File: config.mk
export PLATFORM = sky130hd
export DESIGN_NAME = fpmd_op_sequencer
export DESIGN_NICKNAME = d
export VERILOG_FILES = /design/src/rtl/fpmd_pkg.sv /design/src/rtl/fpmd_tag_pipe.sv /design/src/rtl/fpmd_op_sequencer.sv
export SDC_FILE = /design/constraint.sdc
export NUM_CORES = 1
export LEC_CHECK = 0
export CAP_MARGIN = 20
export CORE_ASPECT_RATIO = 1.75
export CORE_UTILIZATION = 43
export DETAILED_ROUTE_END_ITERATION = 10
export GPL_TIMING_DRIVEN = 0
export PLACE_DENSITY = 0.63
export REMOVE_ABC_BUFFERS = 1
export SLEW_MARGIN = 20
export SYNTH_ARGS = -nofsm -noshare
export SYNTH_HDL_FRONTEND = slang
export SYNTH_SLANG_ARGS = --single-unit
File: constraint.sdc
create_clock -name clk -period 2 [get_ports clk]
set_input_delay 0.2 -clock clk [delete_from_list [all_inputs] [get_ports clk]]
set_output_delay 0.2 -clock clk [all_outputs]
set_load 0.02 [all_outputs]
File: src/rtl/fpmd_pkg.sv
// Shared types and default timing constants for the FP multiply/divide sequencer and datapath.
package fpmd_pkg;

    localparam int unsigned FPMD_MUL_LAT    = 3;
    localparam int unsigned FPMD_DIV_CYCLES = 26;
    localparam int unsigned FPMD_TAG_W      = 4;

    typedef enum logic {
        OP_MUL = 1'b0,
        OP_DIV = 1'b1
    } fpmd_op_e;

    typedef enum logic [1:0] {
        IDLE,
        DIV_DRAIN,
        DIV_RUN,
        DIV_DONE
    } fpmd_seq_state_e;

endpackage

File: src/rtl/fpmd_tag_pipe.sv
// Valid+tag shadow of the multiplier pipeline; advances in lockstep with the multiplier stage enable.
module fpmd_tag_pipe
    import fpmd_pkg::*;
#(
    parameter int unsigned LAT   = FPMD_MUL_LAT,
    parameter int unsigned TAG_W = FPMD_TAG_W
) (
    input  logic             clk,
    input  logic             arst,
    input  logic             i_en,
    input  logic             i_vld,
    input  logic [TAG_W-1:0] i_tag,
    output logic             o_any_vld,
    output logic             o_head_vld,
    output logic [TAG_W-1:0] o_head_tag
);

    logic [LAT-1:0]   r_vld;
    logic [TAG_W-1:0] r_tag [LAT];

    always_ff @(posedge clk or posedge arst) begin
        if (arst) begin
            r_vld <= '0;
            for (int i = 0; i < int'(LAT); i++) begin
                r_tag[i] <= '0;
            end
        end else if (i_en) begin
            r_vld[0] <= i_vld;
            r_tag[0] <= i_vld ? i_tag : '0;
            for (int i = 1; i < int'(LAT); i++) begin
                r_vld[i] <= r_vld[i-1];
                r_tag[i] <= r_tag[i-1];
            end
        end
    end

    assign o_any_vld  = |r_vld;
    assign o_head_vld = r_vld[LAT-1];
    assign o_head_tag = r_tag[LAT-1];

endmodule

File: src/rtl/fpmd_op_sequencer.sv
// Issue/ordering controller for the shared FP mult/div datapath: pipelined MULs, one DIV at a time.
// state     | meaning
// IDLE      | accepting requests; results come from the multiplier tail
// DIV_DRAIN | DIV latched, waiting for earlier MULs to leave the pipe
// DIV_RUN   | divider iterating; div_start pulses on the first cycle
// DIV_DONE  | divider result presented until out_ready
module fpmd_op_sequencer
    import fpmd_pkg::*;
#(
    parameter int unsigned MUL_LAT    = FPMD_MUL_LAT,
    parameter int unsigned DIV_CYCLES = FPMD_DIV_CYCLES,
    parameter int unsigned TAG_W      = FPMD_TAG_W
) (
    input  logic             clk,
    input  logic             arst,
    input  logic             req_valid,
    output logic             req_ready,
    input  logic             req_op,
    input  logic [TAG_W-1:0] req_tag,
    output logic             mul_en,
    output logic             div_start,
    output logic             res_sel,
    output logic             out_valid,
    input  logic             out_ready,
    output logic [TAG_W-1:0] out_tag,
    output logic             out_op,
    output logic             busy
);

    localparam int unsigned      CNT_W    = $clog2(DIV_CYCLES);
    localparam logic [CNT_W-1:0] CNT_LOAD = CNT_W'(DIV_CYCLES - 1);

    fpmd_seq_state_e  r_state;
    fpmd_seq_state_e  w_state_nxt;
    logic [CNT_W-1:0] r_cnt;
    logic [TAG_W-1:0] r_div_tag;
    fpmd_op_e         r_div_op;

    logic             w_head_vld;
    logic             w_any_vld;
    logic [TAG_W-1:0] w_head_tag;
    logic             w_mul_en;
    logic             w_accept;
    logic             w_mul_acc;
    logic             w_div_acc;

    // Freeze the whole multiplier pipe only when its finished result is not taken.
    assign w_mul_en  = ~(w_head_vld & ~out_ready);
    assign req_ready = (r_state == IDLE) & w_mul_en;
    assign w_accept  = req_valid & req_ready;
    assign w_mul_acc = w_accept & (fpmd_op_e'(req_op) == OP_MUL);
    assign w_div_acc = w_accept & (fpmd_op_e'(req_op) == OP_DIV);
    assign mul_en    = w_mul_en;
    assign busy      = (r_state != IDLE) | w_any_vld;

    fpmd_tag_pipe #(
        .LAT   (MUL_LAT),
        .TAG_W (TAG_W)
    ) u_tag_pipe (
        .clk        (clk),
        .arst       (arst),
        .i_en       (w_mul_en),
        .i_vld      (w_mul_acc),
        .i_tag      (req_tag),
        .o_any_vld  (w_any_vld),
        .o_head_vld (w_head_vld),
        .o_head_tag (w_head_tag)
    );

    always_ff @(posedge clk or posedge arst) begin
        if (arst) begin
            r_state <= IDLE;
        end else begin
            r_state <= w_state_nxt;
        end
    end

    always_comb begin
        w_state_nxt = r_state;
        case (r_state)
            IDLE:      if (w_div_acc)        w_state_nxt = DIV_DRAIN;
            DIV_DRAIN: if (!w_any_vld)       w_state_nxt = DIV_RUN;
            DIV_RUN:   if (r_cnt == '0)      w_state_nxt = DIV_DONE;
            DIV_DONE:  if (out_ready)        w_state_nxt = IDLE;
            default:                         w_state_nxt = IDLE;
        endcase
    end

    always_comb begin
        div_start = 1'b0;
        res_sel   = 1'b0;
        out_valid = w_head_vld;
        out_tag   = w_head_tag;
        out_op    = OP_MUL;
        case (r_state)
            DIV_RUN:  div_start = (r_cnt == CNT_LOAD);
            DIV_DONE: begin
                res_sel   = 1'b1;
                out_valid = 1'b1;
                out_tag   = r_div_tag;
                out_op    = r_div_op;
            end
            default: ;
        endcase
    end

    always_ff @(posedge clk or posedge arst) begin
        if (arst) begin
            r_cnt <= '0;
        end else if ((r_state == DIV_DRAIN) && (w_state_nxt == DIV_RUN)) begin
            r_cnt <= CNT_LOAD;
        end else if ((r_state == DIV_RUN) && (r_cnt != '0)) begin
            r_cnt <= r_cnt - 1'b1;
        end
    end

    always_ff @(posedge clk or posedge arst) begin
        if (arst) begin
            r_div_tag <= '0;
            r_div_op  <= OP_MUL;
        end else if (w_div_acc) begin
            r_div_tag <= req_tag;
            r_div_op  <= fpmd_op_e'(req_op);
        end
    end

endmodule

==> results of run 1 <==
## cell usage after synthesis (all sizes together)
cell     n
dfrtp   27
nand4    2
a31o     1
and4b    1
mux2i    1
or3      1
inv      7
or2      1
a21oi    2
nor4b    1
nor2     3
nor3     4
or4b     1
nand2b   5
nand3    7
nor2b    1
and3     2
o211ai   2
a22o     4
a21o     1
o21ai    4
and2b    1
clkbuf   2
mux2     9
ha       3
nand2   30
buf      3
## final timing paths
kind	endpoint	slack, ns	cells after the start
max in group asynchronous	r_state[0]$_DFF_PP0_	1.31	2
max	mul_en	0.11	4
min in group clk	u_tag_pipe.o_head_tag[1]$_DFFE_PP0N_	0.47	2
min reg2reg	u_tag_pipe.o_head_tag[1]$_DFFE_PP0N_	0.47	2
min	r_cnt[3]$_DFFE_PP0P_	0.29	2
max reg2reg	r_cnt[3]$_DFFE_PP0P_	0.25	5
## final cells by class
type | count | area [um^2] | area share (%)
multi-input cells | 87 | 565.5 | 35.93
inverters | 7 | 26.28 | 1.669
clock inverters | 1 | 5.005 | 0.3180
repair buffers | 22 | 224.0 | 14.23
flip-flops and latches | 27 | 678.2 | 43.08
clock buffers | 3 | 41.29 | 2.623
well taps | 27 | 33.78 | 2.146
## kinds of logic after synthesis
kind of cell | Yosys count
simple gates | 60
flops | 27
compound gates | 14
buf+inv | 12
mux | 10
fa+ha+maj | 3
## state kept, by name, summed over array words and instances, names as in the netlist
name,count
u_tag_pipe.r_tag,8
r_state,2
r_div_tag,4
u_tag_pipe.r_vld,3
u_tag_pipe.o_head_tag,4
r_cnt,5
r_div_op,1
## timing repair
| item | CTS | global route |
|---|---|---|
| setup buffers | 3 | 0 |
| setup endpoints to repair | 19 | 5 |
| resized for setup | 7 | 5 |
## through the flow
stage / setup slack [ns] / area (um^2) / std cells
final: 0.1138 / 1574 / 174
after global placement: -0.6586 / 1476 / 167
after CTS: 0.01052 / 1562 / 174
after floorplan: 0.06915 / 1252 / 121
after detailed placement: -0.6998 / 1476 / 167
after global routing: 0.07792 / 1574 / 174
## critical path: stages
cell and delay (ns):
sky130_fd_sc_hd__clkdlybuf4s50_1 0.56, sky130_fd_sc_hd__nor2b_4 0.07, sky130_fd_sc_hd__inv_2 0.20, sky130_fd_sc_hd__clkdlybuf4s50_1 0.65
## metal layers
metal,vias to the layer above,track usage (%),share of wire [%]
met1,466,20.51,41
met5,-,0,0
met4,0,8.081,2.2
met3,6,1.456,2.8
met2,21,31.34,54
li1,468,-,-
## cells in the final DEF (no fill, tap or decap), types with 5 or more instances in the layout
master / Yosys / layout
sky130_fd_sc_hd__clkdlybuf4s50_1: 0 / 13
sky130_fd_sc_hd__dfrtp_1: 27 / 25
sky130_fd_sc_hd__nand2b_1: 5 / 5
sky130_fd_sc_hd__mux2_2: 8 / 8
sky130_fd_sc_hd__dlymetal6s2s_1: 0 / 5
sky130_fd_sc_hd__nand3_1: 6 / 6
sky130_fd_sc_hd__nand2_1: 30 / 29
sky130_fd_sc_hd__inv_1: 6 / 5
## power by group through the flow
| stage | sequential (mW) | combinational (mW) | clock, mW |
|---|---|---|---|
| 2_1_floorplan | 0.819 | 0.608 | 0 |
| 3_3_place_gp | 0.856 | 0.880 | 0 |
| 3_5_place_dp | 0.860 | 0.899 | 0 |
| 4_1_cts | 0.864 | 0.924 | 0.316 |
| 5_1_grt | 0.893 | 0.990 | 0.334 |
| 6_report | 0.864 | 0.907 | 0.303 |
==> results.txt, run 1 <==
Synthesis inferred 27 register bits. The most critical setup path has its startpoint at out_ready. The internal power component came out at around 1.3 mW. The setup TNS is 0 ns.

The horizontal extent of the die came out at 43.16 um. The setup skew after layout is between 0.002 and 0.003 ns. By area, the combinational part of the netlist is dominated by simple AND/OR/NAND/NOR gates. The final count of pins violating max slew is 0. The fmax came out at ~530 MHz. Yosys attributes the largest share of cell area to sky130_fd_sc_hd__dfrtp_1, sky130_fd_sc_hd__nand2_1, sky130_fd_sc_hd__mux2_2. The later pin in the worst-skew pair is clocked with a latency of 0.27 ns. The top cell type's share of synthesized area came out at 52.99%. The clock-pin slew on the worst setup and hold paths is 0.09 ns. The total core area is approximately 2800 um^2. Setup repair after global routing left no endpoint under its margin.

The required arrival time at the worst endpoint is 1.80 ns. The starting DRC count in detailed routing is 34. Of the total power, registers draw approximately two fifths. The flow ran to the end, and the final reports show no timing, DRC or antenna violations.

The detailed-router iteration count before antenna repair came out at 4. Sequential cells were found to cover 52.99% of the synthesized design area. The half-perimeter wire length after placement is ~1800 um. The number of antenna diodes in the final layout is 0. Once the floorplan was initialized, standard cells occupied 46.32% of the core. The detailed router placed 961 vias in this run.

The average routed wire per standard cell is 14.67 um. The combinational share of power is 43.7%. Counting distinct cell types in the post-synthesis netlist gives 33. TritonCTS built the clock tree. In this run the mean area of a mapped cell was 10.12 um^2. The die height came out at 74.04 um. The share of final-layout standard cells stronger than drive strength 1 came out at 17.01%. The max-slew headroom at the worst pin came out at 62.91%. The share of synthesized area spent on multiplexers came out at 8.734%. The transition time at the pin with the least slew margin came out at 0.5555 ns.

The share of synthesized cell area in and, or, nand and nor gates is 23.95%. Entering global routing, the biggest net connects 28 pins. The number of hold buffers added after CTS was 0.

The final net count is 160. In the routed layout, each cell is associated on average with a via count of between 5 and 6. The final clock period utilization by the worst path is 94.31%.

The number of rows in the core area is 25. The overflow left after global routing came out at 0. During synthesis, Yosys emitted a total of 0 warnings. The total power per unit cell area is 1318 nW/um^2.

Per report_power, the clock group accounts for 14.6% of the total. The tightest min-delay check is of the in2async type. Fill cells in the final layout number between 200 and 300. The final critical-path required period is 1.886 ns. The antenna violation net count after detailed routing came out at 0. The switching share of total power came out at 38.29%. The worst setup path is captured at an output pin. The tree is rooted in a sky130_fd_sc_hd__clkbuf_8.

The number of standard cells after synthesis is approximately 130. The post-route core utilization is 57.18%. The mapped netlist covers between 1000 and 1500 um^2.

The number of global-route vias before repair was ~960. The DRC violation count after routing came out at 0. The die footprint is 3195 um^2.

The largest buffer count on any clock path is 2. The wire length of the first global-routing pass is about 4200 um. The critical path is of the in2out type. The minimum hold slack came out at 0.2916 ns.

The sink count of the clock tree is 27. Along the worst path, the maximum fanout reaches 13. The worst-case vdd ir drop came out at about 0.00077 V. Counting the buffers created by CTS gives 3.

The post-synthesis compound-gate area fraction is under 10%. The worst setup path is launched from an input pin. CTS built an H-tree with a depth of 1. The weighted congestion at the end of routability-driven global placement came out at 0.7781. The final count of negative-setup-slack endpoints is 0. The global-route usage over all layers is 17.39%. The library cell occupying the most area in the post-synthesis netlist is sky130_fd_sc_hd__dfrtp_1. In this run the critical register-to-register path is launched from r_cnt[0]$_DFFE_PP0P_. The adder-cell share of the synthesized area is 2.944%. The initial antenna violation count is 0. The xor/xnor cell area share of the yosys netlist is 0%.

After detailed routing, the total wire length is 2552 um. The count of buffers inserted at the top-level ports came out at 19. The power consumption came out at 2.075 mW.

The power dissipated by switching net loads is 0.7945 mW. The arrival time reported for the critical path endpoint came out at 1.69 ns. The tool flagged a number of max-cap violations equal to 0. The leakage power came out at 0.8598 nW. The count of endpoints failing hold in the final timing report is 0. The layout overhead on the synthesized area came out at 23.45%. The count of boundary I/O pins came out at 20.
(Power assumes the default switching activity.)
==> run 2, diff against run 1 <==
--- a/config.mk
+++ b/config.mk
@@ -5,10 +5,10 @@
 export SDC_FILE = /design/constraint.sdc
 export NUM_CORES = 1
 export LEC_CHECK = 0
-export CAP_MARGIN = 20
 export CORE_ASPECT_RATIO = 1.75
 export CORE_UTILIZATION = 43
 export DETAILED_ROUTE_END_ITERATION = 10
+export GPL_ROUTABILITY_DRIVEN = 0
 export GPL_TIMING_DRIVEN = 0
 export PLACE_DENSITY = 0.63
 export REMOVE_ABC_BUFFERS = 1
==> results of run 2 <==
No change in the layout: final DEF, timing and power equal those of run 1.
